### config.mk
export PLATFORM = sky130hd
export DESIGN_NAME = poly_bank_streamer
export DESIGN_NICKNAME = d
export VERILOG_FILES = /design/src/rtl/poly_mem_pkg.sv /design/src/rtl/poly_stream_fifo2.sv /design/src/rtl/poly_bank_streamer.sv
export SDC_FILE = /design/constraint.sdc
export NUM_CORES = 1
export LEC_CHECK = 0
export BUFFER_PORTS_ARGS = -buffer_cell sky130_fd_sc_hd__buf_2
export CORE_MARGIN = 5
export CORE_UTILIZATION = 58
export CTS_CLUSTER_DIAMETER = 150
export CTS_CLUSTER_SIZE = 30
export DETAILED_ROUTE_END_ITERATION = 8
export PLACE_DENSITY = 0.86
export SLEW_MARGIN = 0
export SYNTH_ARGS = -nofsm -noshare
export SYNTH_HDL_FRONTEND = slang
export SYNTH_SLANG_ARGS = --single-unit
### constraint.sdc
create_clock -name clk -period 5.9 [get_ports clk]
set_input_delay 1.475 -clock clk [delete_from_list [all_inputs] [get_ports clk]]
set_output_delay 1.475 -clock clk [all_outputs]
set_load 0.01 [all_outputs]
### src/rtl/poly_mem_pkg.sv
// Shared definitions for the polynomial memory clients: transfer direction,
// streamer state encoding and the address bit-reversal helper.
package poly_mem_pkg;

  localparam logic DIR_LOAD = 1'b0;
  localparam logic DIR_DUMP = 1'b1;

  typedef enum logic [1:0] {
    ST_IDLE,
    ST_LOAD,
    ST_DUMP
  } stream_state_e;

  // Reverses the low `width` bits of value; upper bits are returned as zero.
  function automatic logic [15:0] bitrev(input logic [15:0] value, input int unsigned width);
    logic [15:0] r;
    r = '0;
    for (int unsigned i = 0; i < width; i++) begin
      r[4'(i)] = value[4'(width - 1 - i)];
    end
    return r;
  endfunction

endpackage

### src/rtl/poly_stream_fifo2.sv
// Two-entry registered FIFO buffering read data against output backpressure.
module poly_stream_fifo2 #(
  parameter int W = 16
) (
  input  logic         clk,
  input  logic         rst_n,
  input  logic         flush,
  input  logic         push,
  input  logic [W-1:0] push_data,
  input  logic         pop,
  output logic [W-1:0] head,
  output logic [1:0]   occupancy,
  output logic         empty
);

  logic [W-1:0] slot [2];
  logic         wr_ptr;
  logic         rd_ptr;
  logic [1:0]   count;
  logic         do_push;
  logic         do_pop;

  assign do_pop  = pop && (count != 2'd0);
  assign do_push = push && ((count != 2'd2) || do_pop);

  always_ff @(posedge clk) begin
    if (!rst_n || flush) begin
      wr_ptr <= 1'b0;
      rd_ptr <= 1'b0;
      count  <= '0;
    end else begin
      if (do_push) begin
        slot[wr_ptr] <= push_data;
        wr_ptr       <= ~wr_ptr;
      end
      if (do_pop) rd_ptr <= ~rd_ptr;
      count <= count + {1'b0, do_push} - {1'b0, do_pop};
    end
  end

  assign head      = slot[rd_ptr];
  assign occupancy = count;
  assign empty     = (count == 2'd0);

endmodule

### src/rtl/poly_bank_streamer.sv
// Command-driven bank loader/dumper for one poly_mem_subsystem port.
// Optional POLY_STREAM_BITREV_EN adds cmd_bitrev for bit-reversed addressing.
module poly_bank_streamer
  import poly_mem_pkg::*;
#(
  parameter int NUM_BANKS = 4,
  parameter int N         = 256,
  parameter int W         = 16,
  parameter int ADDR_W    = $clog2(N),
  parameter int BANK_W    = $clog2(NUM_BANKS)
) (
  input  logic              clk,
  input  logic              rst_n,
  input  logic              cmd_valid,
  output logic              cmd_ready,
  input  logic              cmd_dir,
  input  logic [BANK_W-1:0] cmd_bank,
  input  logic [ADDR_W-1:0] cmd_base,
  input  logic [ADDR_W:0]   cmd_len,
`ifdef POLY_STREAM_BITREV_EN
  input  logic              cmd_bitrev,
`endif
  output logic              done,
  input  logic              s_valid,
  output logic              s_ready,
  input  logic [W-1:0]      s_data,
  output logic              m_valid,
  input  logic              m_ready,
  output logic [W-1:0]      m_data,
  output logic              mem_req,
  output logic              mem_we,
  output logic [BANK_W-1:0] mem_bank,
  output logic [ADDR_W-1:0] mem_addr,
  output logic [W-1:0]      mem_wdata,
  input  logic [W-1:0]      mem_rdata,
  input  logic              mem_stall
);

  localparam logic [ADDR_W:0] LEN_MAX = (ADDR_W+1)'(N);
  localparam logic [ADDR_W:0] CNT_ONE = (ADDR_W+1)'(1);

  stream_state_e     state, state_next;
  logic [BANK_W-1:0] bank_q;
  logic [ADDR_W-1:0] base_q;
  logic [ADDR_W:0]   len_q;
  logic [ADDR_W:0]   idx_q;
  logic [ADDR_W:0]   out_q;
  logic              inflight_q;
  logic              done_q;
  logic              done_next;
  logic              cmd_fire;
  logic              mem_accept;
  logic              pop;
  logic              room;
  logic              fifo_empty;
  logic [1:0]        occupancy;
  logic [ADDR_W:0]   len_clamped;
  logic [ADDR_W-1:0] lin_addr;
  logic [ADDR_W-1:0] addr_sel;

  assign cmd_fire    = cmd_valid && rst_n && (state == ST_IDLE);
  assign len_clamped = (cmd_len > LEN_MAX) ? LEN_MAX : cmd_len;
  assign lin_addr    = base_q + idx_q[ADDR_W-1:0];
  assign mem_accept  = mem_req && !mem_stall;
  assign pop         = m_valid && m_ready;
  assign m_valid     = !fifo_empty;
  assign done        = done_q;
  // Reads in flight plus buffered data, minus this cycle's pop, must fit in 2 slots.
  assign room = ({1'b0, occupancy} + {2'b00, inflight_q}) < (3'd2 + {2'b00, pop});

`ifdef POLY_STREAM_BITREV_EN
  logic        bitrev_q;
  logic [15:0] rev_addr;
  assign rev_addr = bitrev(16'(lin_addr), ADDR_W);
  assign addr_sel = bitrev_q ? rev_addr[ADDR_W-1:0] : lin_addr;
`else
  assign addr_sel = lin_addr;
`endif

  always_comb begin
    state_next = state;
    done_next  = 1'b0;
    cmd_ready  = 1'b0;
    s_ready    = 1'b0;
    mem_req    = 1'b0;
    mem_we     = 1'b0;
    mem_bank   = '0;
    mem_addr   = '0;
    mem_wdata  = '0;
    case (state)
      ST_IDLE: begin
        cmd_ready = rst_n;
        if (cmd_fire) begin
          if (len_clamped == '0) done_next = 1'b1;
          else state_next = (cmd_dir == DIR_DUMP) ? ST_DUMP : ST_LOAD;
        end
      end
      ST_LOAD: begin
        mem_req   = s_valid && rst_n;
        mem_we    = 1'b1;
        mem_bank  = bank_q;
        mem_addr  = addr_sel;
        mem_wdata = s_data;
        s_ready   = !mem_stall && rst_n;
        if (mem_req && !mem_stall && (idx_q == len_q - CNT_ONE)) begin
          state_next = ST_IDLE;
          done_next  = 1'b1;
        end
      end
      ST_DUMP: begin
        mem_req  = rst_n && (idx_q < len_q) && room;
        mem_bank = bank_q;
        mem_addr = addr_sel;
        if (pop && (out_q == len_q - CNT_ONE)) begin
          state_next = ST_IDLE;
          done_next  = 1'b1;
        end
      end
      default: state_next = ST_IDLE;
    endcase
  end

  always_ff @(posedge clk) begin
    if (!rst_n) state <= ST_IDLE;
    else        state <= state_next;
  end

  always_ff @(posedge clk) begin
    if (!rst_n) begin
      bank_q     <= '0;
      base_q     <= '0;
      len_q      <= '0;
      idx_q      <= '0;
      out_q      <= '0;
      inflight_q <= 1'b0;
      done_q     <= 1'b0;
`ifdef POLY_STREAM_BITREV_EN
      bitrev_q   <= 1'b0;
`endif
    end else begin
      done_q     <= done_next;
      inflight_q <= mem_accept && !mem_we;
      if (cmd_fire) begin
        bank_q   <= cmd_bank;
        base_q   <= cmd_base;
        len_q    <= len_clamped;
        idx_q    <= '0;
        out_q    <= '0;
`ifdef POLY_STREAM_BITREV_EN
        bitrev_q <= cmd_bitrev;
`endif
      end else begin
        if (mem_accept) idx_q <= idx_q + CNT_ONE;
        if (pop)        out_q <= out_q + CNT_ONE;
      end
    end
  end

  poly_stream_fifo2 #(.W(W)) u_fifo (
    .clk       (clk),
    .rst_n     (rst_n),
    .flush     (cmd_fire),
    .push      (inflight_q),
    .push_data (mem_rdata),
    .pop       (pop),
    .head      (m_data),
    .occupancy (occupancy),
    .empty     (fifo_empty)
  );

endmodule

==> results of run 1 <==
-- synth_stat cells (13+ instances only) --
cell	instances	area, um^2
edfxtp_1	32	961
ha_1	27	338
clkbuf_1	14	52.6
nand3_1	28	140
a21oi_1	15	75.1
and2_1	28	175
nand2_1	56	210
inv_1	23	86.3
xnor2_1	25	219
dfxtp_1	46	921
nor2_1	18	67.6
mux2_2	16	180
xor2_1	13	114
-- kinds of logic after synthesis --
| family | share of synthesized area (%) |
|---|---|
| AO/OA/AOI/OAI | 7.55 |
| XOR/XNOR | 7.81 |
| adder cells (fa/ha/maj) | 8.40 |
| buffers and inverters | 3.61 |
| flip-flops | 44.2 |
| multiplexers | 5.17 |
| AND/OR/NAND/NOR | 23.3 |
-- layer usage --
layer	vias to the layer above	routed length, um	global-route usage, %
met5	-	0	0
met4	0	211	7.70
met3	27	845	4.85
met2	151	4580	36.5
met1	1671	4250	28.6
li1	1732	-	-
-- metrics by stage --
stage | setup WS, ps | cell area, um^2
final | 1470 | 5030
after global routing | 1170 | 5030
after CTS | 1470 | 5030
after detailed placement | 1100 | 4850
after global placement | 1330 | 4850
after floorplan | 2200 | 4260
-- tightest hold or removal path, delay by kind of cell (launching register included) --
family           cells  cell delay, ps
and+or+nand+nor      2             110
DFF                  1             310
-- sequential cells by signal, summed over array words and instances (netlist names), named ones only --
signal            count
u_fifo.slot          32
idx_q                 9
len_q                 9
out_q                 9
base_q                8
bank_q                2
state                 2
u_fifo.occupancy      2
done                  1
inflight_q            1
u_fifo.rd_ptr         1
u_fifo.wr_ptr         1
-- power groups by stage --
stage	Clock, mW	Combinational (mW)	Sequential [mW]
finish	0.382	0.416	0.624
CTS	0.388	0.417	0.623
detailed placement	0	0.415	0.635
global route	0.415	0.462	0.628
global placement	0	0.399	0.633
floorplan	0	0.296	0.621
-- how the worst min path moves through the flow --
stage | slack (ps) | end | start
after floorplan | 430 | bank_q[0] | bank_q[0]
after global placement | 450 | bank_q[1] | bank_q[1]
after detailed placement | 450 | bank_q[1] | bank_q[1]
after CTS | 460 | bank_q[1] | bank_q[1]
after global routing | 470 | bank_q[1] | bank_q[1]
final | 460 | bank_q[0] | bank_q[0]
-- final cells by class --
type,instances,area (um^2),area share [%]
tap,99,124,2.46
clock inverter,7,63.8,1.27
timing repair buffer,105,526,10.4
multi-input combinational,323,2230,44.3
inverter,23,86.3,1.72
clock buffer,9,124,2.46
sequential,78,1880,37.4
==> results.cfg, run 1 <==
[cts]
cts_tree = done
insertion_delay_ps = 360
postCtsSetupRepairBufs = 0
cts.sinks = 78
cts_hold_buf = 0
path_clk_slew_ps = 90
cts_buffers = 9
clockRootBuffer = clkbuf_8
h-tree-depth = 3
clock_tree.buffer_depth = 2
cts-resized-gates = 0

[global_routing]
grt_use_total_pct = 22.1
grt_pass1_wl_um = 15500
grt_max_degree = 34
overflow = 0
antenna_found_initial = 0
grt_pass1_vias = 3346

[power]
comb_power_share_pct = 29.3
p_switching_mw = 0.494
seqPwrFrac_pct = 43.8
ir_drop_mv = 0.155
powerDensity_nw_per_um2 = 283
power_leakage_nw = 2.19
switching_share_pct = 34.7
p_int_mw = 0.928
clkPwrFrac_pct = 26.9
total_power_mw = 1.42

[setup_path]
rrSetupSlack_ps = 2170
cp_max_fo = 33
crit_start = rst_n
crit_buf_inv = 1
regToRegEndpoint = u_fifo.slot[0][3]
crit_cells = 4
ff2ff_path_depth = 5
path_delay_family = simple AND/OR/NAND/NOR gates
cp.arrival_ps = 4400
timing.critical_path.to = u_fifo.slot[0][3]
critPathCaptureType = register
reg2reg_from = state[0]
crit_path_start_kind = primary input
crit_type = in2reg
crit_slowest_cell = nor3b_2
crit_chain = buf_2, nand3_1, nand2_1, nor3b_2
worst-endpoint-required_ps = 5870
slowest_delay_ps = 1210

[final_layout]
n_fill_cell = 564
nets = 626
final_cell_mix = 105 x buf_2, 56 x nand2_1, 46 x dfxtp_1
area_growth_pct = 18.2
stdcell_count = 644
layout_commonest_cell = buf_2
utilization_pct = 69.8
diodes = 0
final_layout_size_suffix_gt1_share_pct = 26.2

[sta]
setup_viol_count_final = 0
finalCriticalPeriod_ps = 4430
maxSlewViolCount = 0
slew_headroom_pct = 15.2
whs_ps = 458
tns_ps = 0
tightest_slew_ps = 1270
finalHoldViolations = 0
min_period_over_period_pct = 75.1
finClkSkew_ps = 12.6
rsz0062_at_grt = false
fmax_ghz = 0.226

[place]
dp_cells = 628
dp.final_hpwl_um = 7330
routabilityCongestion = 0.860
port_buffers = 105

[floorplan]
chipWidth_um = 95.7
initial_core_util_pct = 59.0
fp-row-count = 31
dieArea_um2 = 9160
ios = 106
dieHeight_um = 95.7
core_um2 = 7210

[synthesis]
synth_area_per_cell_um2 = 9.66
postSynth.asyncResetShare_pct = 0
ys.flop_type = dfxtp_1
yosysWarnings = 0
syn_inst = 441
ys_types = 49
synth-seq-cells = 78
synthesis.area_um2 = 4260
syn_nets = 527
synth_edf_count = 32
ys_seq_area_share_pct = 44.2

[route]
viasPerCell = 5.56
drt-total-wl_um = 9900
drt_iter0_drc = 191
wl_per_cell_um = 15.4
vias = 3581
first_pass_iters = 4
ant_nets = 0
drc_errors = 0

[hold_path]
min_path_cells = 2
hold_class = reg2reg

[outcome]
status = finished, final reports clean

[run]
drv_cap = 0
Power figures use the tool's default switching activity.
==> run 2: changes to the inputs <==
- CORE_UTILIZATION: 58 -> 48
- PLACE_DENSITY: 0.86 -> 0.76
- clock period: 5.9 -> 3.7 ns (I/O delays scaled with it)
==> run 2 against run 1 <==
Compared with the run above:
- global-route usage fell by 4.2 points
- worst setup slack got worse by 1100 ps
- worst hold slack got worse by 1.3 ps
- critical path type is now reg2out
- clock-buffer cell count did not move
- combinational power rose by 60%
- flip-flop and latch count did not move
- critical endpoint is now mem_addr[7]
- sequential share of layout area fell by 0.48 points
- total power rose by 63%
==> results.cfg, run 2 (same netlist as run 1, synthesis figures left out) <==
[route]
vias = 3461
drt-total-wl_um = 9620
drc_errors = 0
viasPerCell = 5.26
wl_per_cell_um = 14.6
ant_nets = 0
first_pass_iters = 4
drt_iter0_drc = 154

[power]
clkPwrFrac_pct = 28.3
comb_power_share_pct = 28.8
p_switching_mw = 0.766
switching_share_pct = 33.1
ir_drop_mv = 0.230
seqPwrFrac_pct = 42.9
power_leakage_nw = 2.22
p_int_mw = 1.55
powerDensity_nw_per_um2 = 453

[place]
dp_cells = 642
dp.final_hpwl_um = 7400
place_ws_ps = 608
routabilityCongestion = 0.855
port_buffers = 105

[setup_path]
cp_max_fo = 6
crit_path_start_kind = register
crit_slowest_cell = dfxtp_1
worst-endpoint-required_ps = 2770
crit_chain = ha_1, a21o_1, a21oi_1, o21bai_1, a21oi_1, o21ai_0, xnor2_1, and2_1, buf_2
cp.arrival_ps = 2370
cpMostUsedCell = a21oi_1
critPathCaptureType = output port
slowest_delay_ps = 450
rrSetupSlack_ps = 1020
crit_type = reg2out

[final_layout]
nets = 631
final_layout_size_suffix_gt1_share_pct = 26.9
top_register = u_fifo.slot
n_fill_cell = 764
stdcell_count = 658
multi_input_area_um2 = 2230
utilization_pct = 58.8
area.sequential_um2 = 1880
final_cell_mix = 105 x buf_2, 56 x nand2_1, 46 x dfxtp_1
largest_reg_flops = 32
area_growth_pct = 19.7
diodes = 0
layout_commonest_cell = buf_2

[cts]
cts_tree = done
cts-resized-gates = 0
insertion_delay_ps = 360
cts_buffers = 9
path_clk_slew_ps = 80
clock_tree.buffer_depth = 2
postCtsSetupRepairBufs = 0
cts.sinks = 78
cts_hold_buf = 0
h-tree-depth = 3
clockRootBuffer = clkbuf_8

[sta]
whs_ps = 457
finalHoldViolations = 0
fmax_ghz = 0.304
tns_ps = 0
slew_headroom_pct = 49.3
maxSlewViolCount = 0
tightest_slew_ps = 761
setup_viol_count_final = 0
fin_ws_ps = 407
rsz0062_at_grt = false
finalCriticalPeriod_ps = 3290
finClkSkew_ps = 7.68
min_period_over_period_pct = 89.0

[hold_path]
hold_class = reg2reg

[run]
drv_cap = 0

[outcome]
status = finished, final reports clean

[floorplan]
fp-row-count = 34
dieHeight_um = 104
ios = 106
dieArea_um2 = 10900
initial_core_util_pct = 49.1
chipWidth_um = 104
core_um2 = 8680

[global_routing]
grt_pass1_vias = 3484
grt_max_degree = 23
grt_pass1_wl_um = 16000
overflow = 0
antenna_found_initial = 0
grt_use_total_pct = 17.9
## run 2: cell count changes in the layout (fill, tap and decap cells not counted)
cell | before | now
bufinv_16 | 0 | 1
inv_6 | 2 | 3
buf_4 | 0 | 5
inv_8 | 2 | 0
## run 2: critical path: cells and delay by family (launching register included)
kind,cells,cell delay (ps)
adder cells (fa/ha/maj),1,270
XOR/XNOR,1,140
AND/OR/NAND/NOR,1,150
flip-flops,1,450
buffers and inverters,1,140
AO/OA/AOI/OAI,5,860
## run 2: power groups by stage
stage	logic (mW)	clock network (mW)	registers, mW
final	0.667	0.654	0.992
after global routing	0.739	0.713	0.999
after global placement	0.647	0	1.01
after detailed placement	0.668	0	1.01
after floorplan	0.472	0	0.991
after CTS	0.675	0.675	0.992
## run 2: worst paths after layout
path	depth (start not counted)	startpoint	endpoint
worst max register to register	9	len_q[0]	state[0]
worst max-delay path	9	idx_q[1]	mem_addr[7]
worst min register to register	2	bank_q[0]	bank_q[0]
worst min-delay path	2	bank_q[0]	bank_q[0]
## run 2: final cells by class
class | count | area share (%)
clock buffers | 9 | 2.43
clock inverters | 7 | 1.57
inverters | 23 | 1.69
multi-input cells | 323 | 43.7
flip-flops and latches | 78 | 36.9
well taps | 108 | 2.65
repair buffers | 110 | 11.0
## run 2: per-layer routing
| metal | global-route usage [%] | routed length, um |
|---|---|---|
| met1 | 22.6 | 4220 |
| met2 | 29.0 | 4400 |
| met3 | 5.59 | 802 |
| met4 | 6.20 | 199 |
| met5 | 0 | 0 |
## run 2: metrics by stage
stage                     total power, mW  instance area (um^2)
after global placement               1.66                  4890
after CTS                            2.34                  5100
after global routing                 2.45                  5100
after detailed placement             1.68                  4890
after floorplan                      1.46                  4260
final                                2.31                  5100
==> run 3: changes to the inputs <==
- CORE_MARGIN: 5 -> 1.5
==> run 3 against run 2 <==
Compared with the run above:
- global-route usage is 2.1 points higher
- wire length down 1.9%
- critical path depth stayed put
- clock power down 9.6%
- worst setup slack gained 12 ps
- sequential share of layout area up 0.22 points
- clock-buffer cell count is the same
- via count down 0.52%
- first-iteration DRC count is 3.9% lower
==> results.cfg, run 3 (same netlist as run 1, synthesis figures left out) <==
[route]
drt_iter0_drc = 148
drc_errors = 0
ant_nets = 0
drt-total-wl_um = 9440
viasPerCell = 5.24
wl_per_cell_um = 14.4
first_pass_iters = 4
vias = 3443

[sta]
finClkSkew_ps = 6.82
finalHoldViolations = 0
tns_ps = 0
tightest_slew_ps = 717
setup_viol_count_final = 0
rsz0062_at_grt = false
finalCriticalPeriod_ps = 3280
fmax_ghz = 0.305
maxSlewViolCount = 0
min_period_over_period_pct = 88.7
slew_headroom_pct = 52.2

[cts]
insertion_delay_ps = 350
cts_buffers = 9
clock_tree.buffer_depth = 2
cts-resized-gates = 0
cts_tree = done
h-tree-depth = 3
path_clk_slew_ps = 80
cts.sinks = 78
clockRootBuffer = clkbuf_8
cts_hold_buf = 0
postCtsSetupRepairBufs = 0

[final_layout]
stdcell_count = 657
top_register = u_fifo.slot
final_cell_mix = 105 x buf_2, 56 x nand2_1, 46 x dfxtp_1
final_layout_size_suffix_gt1_share_pct = 26.8
largest_reg_flops = 32
layout_commonest_cell = buf_2
nets = 630
diodes = 0
n_fill_cell = 792
area_growth_pct = 19.0

[global_routing]
grt_max_degree = 33
grt_use_total_pct = 20.0
grt_pass1_vias = 3386
grt_pass1_wl_um = 15400
overflow = 0
antenna_found_initial = 0

[setup_path]
cp_max_fo = 6
crit_type = reg2out
worst-endpoint-required_ps = 2770
cp.arrival_ps = 2360
reg2reg_from = len_q[8]
critPathCaptureType = output port
crit_path_start_kind = register
crit_start = idx_q[1]

[run]
drv_cap = 0

[place]
dp_cells = 641
routabilityCongestion = 0.857
dp.final_hpwl_um = 7110
port_buffers = 105

[floorplan]
ios = 106
initial_core_util_pct = 49.1
fp-row-count = 34
chipWidth_um = 97.2
dieArea_um2 = 9450
dieHeight_um = 97.2
core_um2 = 8680

[hold_path]
hold_class = reg2reg
min_from = bank_q[1]

[power]
ir_drop_mv = 0.266
powerDensity_nw_per_um2 = 444
total_power_mw = 2.25
power_leakage_nw = 2.20

[outcome]
status = finished, final reports clean
run 3: changes by cell type in the layout (fill, tap and decap cells not counted):
cell | before | now
buf_4 | 5 | 4
bufinv_16 | 1 | 0
clkinv_2 | 0 | 1
inv_6 | 3 | 2
inv_8 | 0 | 1
run 3: final cells by class:
type	count	area [um^2]	share of cell area (%)
Tap cell	108	135	2.67
Sequential cell	78	1880	37.1
Clock buffer	9	124	2.44
Inverter	23	86.3	1.70
Multi-Input combinational cell	323	2230	44.0
Timing Repair Buffer	109	556	11.0
Clock inverter	7	57.6	1.14
run 3: worst paths after layout:
| kind | slack [ps] | endpoint | cells after the start |
|---|---|---|---|
| worst min-delay path | 460 | bank_q[1] | 2 |
| worst max-delay path | 420 | mem_addr[7] | 9 |
| worst min register to register | 460 | bank_q[1] | 2 |
| worst max register to register | 1030 | idx_q[8] | 8 |
run 3: worst max-delay path, cell delays in order (launching register included):
cell	delay, ps
dfxtp_1	460
ha_1	270
a21o_1	170
a21oi_1	210
o21bai_1	90
a21oi_1	220
o21ai_0	150
xnor2_1	140
and2_1	160
buf_2	130
run 3: power by group:
group | total, mW | switching [mW] | leakage, nW | internal (mW)
combinational | 0.664 | 0.378 | 1.45 | 0.286
clock | 0.591 | 0.338 | 0.0881 | 0.253
sequential | 0.993 | 0.0526 | 0.661 | 0.941
total | 2.25 | 0.769 | 2.20 | 1.48
run 3: layer usage:
| metal | GRT usage [%] | up-vias | wire (um) | part of all wire (%) |
|---|---|---|---|---|
| li1 | - | 1743 | - | - |
| met1 | 25.2 | 1571 | 4340 | 46 |
| met2 | 34.7 | 115 | 4490 | 48 |
| met3 | 3.96 | 14 | 495 | 5.2 |
| met4 | 5.57 | 0 | 111 | 1.2 |
| met5 | 0 | - | 0 | 0 |
run 3: through the flow:
step / setup WS, ps / hold WS, ps / instance area, um^2 / utilization (%)
5_1_grt: 249 / 480 / 5070 / 58.4
3_5_place_dp: 771 / 449 / 4890 / 56.3
6_report: 420 / 463 / 5070 / 58.4
4_1_cts: 427 / 464 / 5070 / 58.4
3_3_place_gp: 837 / 448 / 4890 / 56.3
2_1_floorplan: 731 / 429 / 4260 / -
